**config.mk**
```make
export PLATFORM = sky130hd
export DESIGN_NAME = hex_display_scanner
export DESIGN_NICKNAME = d
export VERILOG_FILES = /design/src/rtl/hex_display_scanner_pkg.sv /design/src/rtl/hex_display_scanner_decode.sv /design/src/rtl/hex_display_scanner.sv
export SDC_FILE = /design/constraint.sdc
export NUM_CORES = 1
export LEC_CHECK = 0
export CAP_MARGIN = 15
export CELL_PAD_IN_SITES_DETAIL_PLACEMENT = 0
export CELL_PAD_IN_SITES_GLOBAL_PLACEMENT = 1
export CORE_MARGIN = 5
export CORE_UTILIZATION = 49
export DETAILED_ROUTE_END_ITERATION = 6
export PLACE_DENSITY = 0.95
export SYNTH_ARGS = -nofsm -noshare
export SYNTH_HDL_FRONTEND = slang
export SYNTH_SLANG_ARGS = --single-unit
```
**constraint.sdc**
```tcl
create_clock -name clock -period 3.96 [get_ports clock]
set_input_delay 1.188 -clock clock [delete_from_list [all_inputs] [get_ports clock]]
set_output_delay 1.188 -clock clock [all_outputs]
set_load 0.01 [all_outputs]
```
**src/rtl/hex_display_scanner_pkg.sv**
```systemverilog
// Shared constants, segment table and parameter checks for the multiplexed hex display scanner.
// Segment vectors are active-low, ordered gfedcba.
package hex_display_scanner_pkg;

    typedef logic [3:0] nibble_t;
    typedef logic [6:0] seg_t;

    localparam seg_t SEG_BLANK = 7'b1111111;

    localparam int unsigned MIN_DIGITS       = 1;
    localparam int unsigned MAX_DIGITS       = 8;
    localparam int unsigned MIN_SCAN_DIV     = 2;
    localparam int unsigned MIN_BLINK_FRAMES = 1;

    // Element 15 (F) first, element 0 last.
    localparam logic [15:0][6:0] HEX_SEG = {
        7'b0001110,  // F
        7'b0000110,  // E
        7'b0100001,  // d
        7'b1000110,  // C
        7'b0000011,  // b
        7'b0001000,  // A
        7'b0010000,  // 9
        7'b0000000,  // 8
        7'b1111000,  // 7
        7'b0000010,  // 6
        7'b0010010,  // 5
        7'b0011001,  // 4
        7'b0110000,  // 3
        7'b0100100,  // 2
        7'b1111001,  // 1
        7'b1000000   // 0
    };

    function automatic bit params_ok(input int unsigned num_digits,
                                     input int unsigned scan_div,
                                     input int unsigned blink_frames);
        return (num_digits >= MIN_DIGITS) && (num_digits <= MAX_DIGITS) &&
               (scan_div >= MIN_SCAN_DIV) && (blink_frames >= MIN_BLINK_FRAMES);
    endfunction

    // Counter width that still works for a range of one.
    function automatic int unsigned width_for(input int unsigned n);
        return (n > 1) ? $clog2(n) : 1;
    endfunction

endpackage

```
**src/rtl/hex_display_scanner_decode.sv**
```systemverilog
// Combinational hex nibble to active-low 7-segment decoder.
module hex7seg_decode
    import hex_display_scanner_pkg::*;
(
    input  nibble_t nibble,
    output seg_t    seg
);

    assign seg = HEX_SEG[nibble];

endmodule

```
**src/rtl/hex_display_scanner.sv**
```systemverilog
// Multiplexed hex display scanner: prescaled digit scan, frame-synchronous value commit with
// load/ack handshake, leading-zero blanking and whole-display blinking.
module hex_display_scanner
    import hex_display_scanner_pkg::*;
#(
    parameter int unsigned NUM_DIGITS   = 4,
    parameter int unsigned SCAN_DIV     = 50000,
    parameter int unsigned BLINK_FRAMES = 64
) (
    input  logic                    clock,
    input  logic                    resetn,
    input  logic                    load,
    input  logic [4*NUM_DIGITS-1:0] value,
    input  logic                    blank_lz,
    input  logic                    blink_en,
    output logic                    ready,
    output logic                    ack,
    output logic [6:0]              seg,
    output logic [NUM_DIGITS-1:0]   dig_en
);

    if (!params_ok(NUM_DIGITS, SCAN_DIV, BLINK_FRAMES)) begin : g_bad_params
        $error("hex_display_scanner: parameter out of range");
    end

    localparam int unsigned CNT_W = width_for(SCAN_DIV);
    localparam int unsigned IDX_W = width_for(NUM_DIGITS);
    localparam int unsigned FRM_W = width_for(BLINK_FRAMES);
    localparam int unsigned VAL_W = 4 * NUM_DIGITS;

    localparam logic [CNT_W-1:0] CNT_LAST = CNT_W'(SCAN_DIV - 1);
    localparam logic [IDX_W-1:0] IDX_LAST = IDX_W'(NUM_DIGITS - 1);
    localparam logic [FRM_W-1:0] FRM_LAST = FRM_W'(BLINK_FRAMES - 1);

    logic [CNT_W-1:0]      cnt_q;
    logic [IDX_W-1:0]      idx_q;
    logic [FRM_W-1:0]      frm_q;
    logic                  phase_q;
    logic                  pending_q;
    logic [VAL_W-1:0]      staging_q;
    logic [VAL_W-1:0]      display_q;
    logic                  ack_q;
    seg_t                  seg_q;
    logic [NUM_DIGITS-1:0] dig_en_q;

    logic                  tick;
    logic                  frame_end;
    logic                  commit;
    logic [VAL_W-1:0]      staging_nxt;

    nibble_t               cur_nibble;
    logic                  upper_zero;
    logic [NUM_DIGITS-1:0] onehot_low;
    logic                  lz_blank;
    logic                  blink_off;
    seg_t                  dec_seg;
    seg_t                  seg_d;
    logic [NUM_DIGITS-1:0] dig_en_d;

    assign tick      = (cnt_q == CNT_LAST);
    assign frame_end = tick && (idx_q == IDX_LAST);
    assign commit    = frame_end && pending_q;

    // A load landing on the commit cycle is merged into the commit.
    assign staging_nxt = load ? value : staging_q;

    // Scan timing: prescaler, digit index and blink phase.
    always_ff @(posedge clock or negedge resetn) begin
        if (!resetn) begin
            cnt_q   <= '0;
            idx_q   <= '0;
            frm_q   <= '0;
            phase_q <= 1'b0;
        end else begin
            cnt_q <= tick ? '0 : cnt_q + CNT_W'(1);
            if (tick) begin
                idx_q <= (idx_q == IDX_LAST) ? '0 : idx_q + IDX_W'(1);
            end
            if (frame_end) begin
                if (frm_q == FRM_LAST) begin
                    frm_q   <= '0;
                    phase_q <= ~phase_q;
                end else begin
                    frm_q <= frm_q + FRM_W'(1);
                end
            end
        end
    end

    // Load handshake; display only changes at a frame boundary so a frame never tears.
    always_ff @(posedge clock or negedge resetn) begin
        if (!resetn) begin
            pending_q <= 1'b0;
            staging_q <= '0;
            display_q <= '0;
            ack_q     <= 1'b0;
        end else begin
            if (load) begin
                staging_q <= value;
            end
            if (commit) begin
                display_q <= staging_nxt;
                pending_q <= 1'b0;
            end else if (load) begin
                pending_q <= 1'b1;
            end
            ack_q <= commit;
        end
    end

    always_comb begin
        cur_nibble = '0;
        upper_zero = 1'b1;
        onehot_low = '1;
        for (int i = 0; i < NUM_DIGITS; i++) begin
            if (idx_q == IDX_W'(i)) begin
                cur_nibble    = display_q[4*i +: 4];
                onehot_low[i] = 1'b0;
            end
            if ((IDX_W'(i) >= idx_q) && (display_q[4*i +: 4] != 4'h0)) begin
                upper_zero = 1'b0;
            end
        end
    end

    hex7seg_decode u_decode (
        .nibble (cur_nibble),
        .seg    (dec_seg)
    );

    assign lz_blank  = blank_lz && (idx_q != '0) && upper_zero;
    assign blink_off = blink_en && phase_q;

    always_comb begin
        seg_d    = dec_seg;
        dig_en_d = onehot_low;
        if (blink_off) begin
            seg_d    = SEG_BLANK;
            dig_en_d = '1;
        end else if (lz_blank) begin
            seg_d = SEG_BLANK;
        end
    end

    always_ff @(posedge clock or negedge resetn) begin
        if (!resetn) begin
            seg_q    <= SEG_BLANK;
            dig_en_q <= '1;
        end else begin
            seg_q    <= seg_d;
            dig_en_q <= dig_en_d;
        end
    end

    assign ready  = ~pending_q;
    assign ack    = ack_q;
    assign seg    = seg_q;
    assign dig_en = dig_en_q;

endmodule

```
==> run summary <==
The via count of the first global-routing pass was 2,192. The stage delay of the slowest cell on the critical path came out at between 0.7 and 0.8 ns. The residual overflow from global routing came out at 0. In the layout the commonest cells are sky130_fd_sc_hd__dfrtp_1 (59), sky130_fd_sc_hd__clkdlybuf4s50_1 (32), sky130_fd_sc_hd__mux2_2 (26), sky130_fd_sc_hd__nor2_1 (20), sky130_fd_sc_hd__nand2_1 (18). The average via count per standard cell came out at about 5.5. The hold violation count in the final report came out at 0. The buffer levels on the longest clock path came out at 2.

The tightest min-delay check is of the register to register type. The total of max-cap violations is 0. The fraction of layout instances using a drive strength above 1 came out at 0.217. The worst voltage drop across the vdd grid came out at 0.000262 V. Static timing analysis puts the maximum clock frequency at approximately 0.33 GHz. The routed wire length came out at 6.26 mm. The final layout contains about 340 nets. The total nets after synthesis came out at ~310.

The total number of yosys warnings came out at 0. The initial core utilization is 0.509. The clock period minus final worst setup slack is around 3.1 ns.

STA puts the critical path data arrival time at 3.32 ns. The number of buffers added for setup after CTS is 0. The post-layout total power is between 1 and 1.5 mW. The combinational power share is 0.049. The overall track demand over capacity in global routing is 0.161. The largest net degree at the start of global routing is 52.

The die covers about 0.0084 mm2. The sum of negative setup slack came out at 0 ns. The routed wire length per instance came out at approximately 16 um. The largest clock skew in the final design came out at ~0.0068 ns.

Summed over all nets, the half-perimeter wirelength after detailed placement is about 4.5 mm. The run finished with clean final reports. Internal power comes to ~0.99 mW.

The total CTS buffers is 9. The total via count in the routed design came out at approximately 2,100. The portion of total power attributed to the clock network is 0.379. The layout-stage area growth over the synthesis result is 16.8%. The first detailed-routing pass ran for 4 iterations.

The total setup violations reported at the end of the flow is 0. The number of unique standard cell types used by synthesis came out at 46. The post-cts hold buffer count is 0. The floorplan has 29 rows. The clock latency on the worst-skew pair is approximately 0.35 ns. Among all stages on the critical path, the largest delay is contributed by sky130_fd_sc_hd__a221oi_1.

The top-level port count is 34. The largest fanout on the critical path came out at 15. Of the available clock period, the critical path in the final layout requires 0.772. The number of buffers added on ports is 33.

The DRC violations left is 0. The number of gates resized after CTS was 0. The critical path start-end classification is register to register.

Together, buffers and inverters on the worst path number 1. The floorplan step set the die width to ~92 um. Among all flip-flop cells after synthesis, the most frequent one is sky130_fd_sc_hd__dfrtp_1.

The gate family responsible for the most delay along the worst path is compound AO/OA/AOI/OAI gates. Setup repair after global routing left no endpoint under its margin. The placeable core region is about 0.0064 mm2.

The flip-flop and latch count after synthesis came out at 70. The relative max-transition margin is 0.235. Yosys mapped a number of flops with a built-in enable equal to 0.

The startpoint kind of the worst setup timing path is a register. The most common library cell in the layout ignoring fill and taps is sky130_fd_sc_hd__dfrtp_1. The proportion of register bits with asynchronous set or reset after synthesis came out at 1.00. TritonCTS built the clock tree. The synthesized instance count is ~270. The count of nets left with antenna violations after detail routing is 0. Traced cell by cell, the critical path runs through ha_1 -> nor2_1 -> a221oi_1 -> inv_1 -> ha_1 -> nor2_1 -> a211oi_1 -> o21ai_0.

The number of antenna violations at the first check in global routing is 0. The pin slew with the least headroom to its limit is roughly 1.1 ns. The number of max-slew violations in the final report is 0. For this block, the initial DRC count from the detailed router was 120. The switching power share of the total is 0.231. The tree is rooted in a sky130_fd_sc_hd__clkbuf_8. The share of total power in sequential cells is 0.572. The switching power is between 0.2 and 0.3 mW. The average cell area after synthesis came out at around 12 um2. In this run the power density over the cells is ~340 mW/mm2. The depth of the CTS H-tree came out at 3. The instance area at placement is between 0.003 and 0.004 mm2. The filler cells instantiated in the layout total about 520.

The clock input transition at the sequential cells of the worst setup and hold paths came out at roughly 0.070 ns. The area of all placed cells without fillers is ~0.0038 mm2. The nature of the critical path endpoint is a register. The weighted congestion reported at the end of routability-driven placement came out at approximately 0.84. 0 antenna diodes ended up in the layout. The number of sinks handled by clock tree synthesis came out at 70. Summed over all cells, the static leakage comes to around 1.7 nW. The endpoint required time on the critical path is approximately 4.2 ns. The wire length of the first global-routing pass is between 10 and 15 mm. For this run, the register share of the synthesized area comes to 0.540. The cell area after synthesis came out at around 0.0033 mm2.

The die height is 91.7 um.
-- cell usage after synthesis (2+ instances only) --
cell type	instances	area share
sky130_fd_sc_hd__clkbuf_1	6	0.0069
sky130_fd_sc_hd__mux2_4	8	0.037
sky130_fd_sc_hd__nor2b_1	4	0.0077
sky130_fd_sc_hd__inv_1	17	0.020
sky130_fd_sc_hd__buf_12	2	0.012
sky130_fd_sc_hd__dfstp_2	11	0.088
sky130_fd_sc_hd__a21oi_1	6	0.0092
sky130_fd_sc_hd__nand3_1	8	0.012
sky130_fd_sc_hd__nor4_1	3	0.0057
sky130_fd_sc_hd__mux2_2	26	0.090
sky130_fd_sc_hd__nor3b_1	4	0.0092
sky130_fd_sc_hd__o221ai_1	5	0.013
sky130_fd_sc_hd__and4_1	2	0.0054
sky130_fd_sc_hd__mux2i_1	2	0.0061
sky130_fd_sc_hd__nand3b_1	2	0.0046
sky130_fd_sc_hd__nor2_1	20	0.023
sky130_fd_sc_hd__a221oi_1	2	0.0054
sky130_fd_sc_hd__xnor2_1	10	0.027
sky130_fd_sc_hd__and2_1	2	0.0038
sky130_fd_sc_hd__a22oi_1	2	0.0046
sky130_fd_sc_hd__o21ai_0	7	0.011
sky130_fd_sc_hd__nand4_1	6	0.011
sky130_fd_sc_hd__dfrtp_1	59	0.45
sky130_fd_sc_hd__or3_1	2	0.0038
sky130_fd_sc_hd__xor2_1	6	0.016
sky130_fd_sc_hd__ha_1	13	0.050
sky130_fd_sc_hd__nand2_1	18	0.021
-- per-stage QoR --
stage                     setup WS, ns   util  hold WS, ns  cells
after CTS                        0.964  0.591        0.476    390
after floorplan                   1.40      -        0.446    272
after detailed placement         0.984  0.566        0.466    374
final                            0.902  0.594        0.472    391
after global placement           0.990  0.566        0.460    374
after global routing             0.645  0.594        0.503    391
-- layout make-up --
cell class	count	area, um2	area share
clock inverter	7	41.3	0.0108
sequential	70	1770	0.462
tap	77	96.3	0.0252
clock buffer	9	124	0.0324
multi-input combinational	175	1370	0.358
inverter	17	63.8	0.0167
timing repair buffer	36	360	0.0944
-- cells by family after synthesis --
group	share of synthesized area
mux	0.132
simple gates	0.126
buf+inv	0.0421
fa+ha+maj	0.0498
flops	0.540
compound gates	0.0674
xor+xnor	0.0429
-- power by group through the flow --
stage | combinational [mW] | sequential [mW] | clock [mW]
floorplan | 0.0231 | 0.747 | 0
global placement | 0.0589 | 0.748 | 0
detailed placement | 0.0618 | 0.749 | 0
CTS | 0.0619 | 0.736 | 0.496
global route | 0.0701 | 0.737 | 0.530
finish | 0.0632 | 0.736 | 0.487
-- sequential cells by signal, summed over array words and instances (netlist names) --
name	cells
ack	1
cnt_q	16
dig_en	4
display_q	16
frm_q	6
idx_q	2
pending_q	1
phase_q	1
seg	7
staging_q	16
-- worst register-to-register path, stage by stage (launching register included) --
cell and delay, ns:
sky130_fd_sc_hd__dfrtp_1 0.44, sky130_fd_sc_hd__ha_1 0.55, sky130_fd_sc_hd__nor2_1 0.18, sky130_fd_sc_hd__a221oi_1 0.79
sky130_fd_sc_hd__inv_1 0.21, sky130_fd_sc_hd__ha_1 0.37, sky130_fd_sc_hd__nor2_1 0.11, sky130_fd_sc_hd__a211oi_1 0.06
sky130_fd_sc_hd__o21ai_0 0.26
-- metal layers --
metal  global-route usage  share of wire  vias up  wire length (um)
met2                0.264           0.49       52              3050
met3               0.0524          0.052        7               323
met1                0.203           0.45     1058              2800
met4               0.0477          0.013        0                80
met5                    0              0        -                 0
li1                     -              -     1026                 -
-- path summary, 6_finish.rpt --
path,endpoint,slack [ns],depth (start not counted),start
setup / recovery,seg[3],0.90,8,idx_q[0]
hold / removal,phase_q,0.47,1,phase_q
setup reg to reg,seg[3],0.90,8,idx_q[0]
hold reg to reg,phase_q,0.47,1,phase_q
max in group asynchronous,frm_q[0],2.57,3,resetn
min in group asynchronous,display_q[15],0.70,1,resetn
Note: power is estimated with default switching activity, not from simulation.
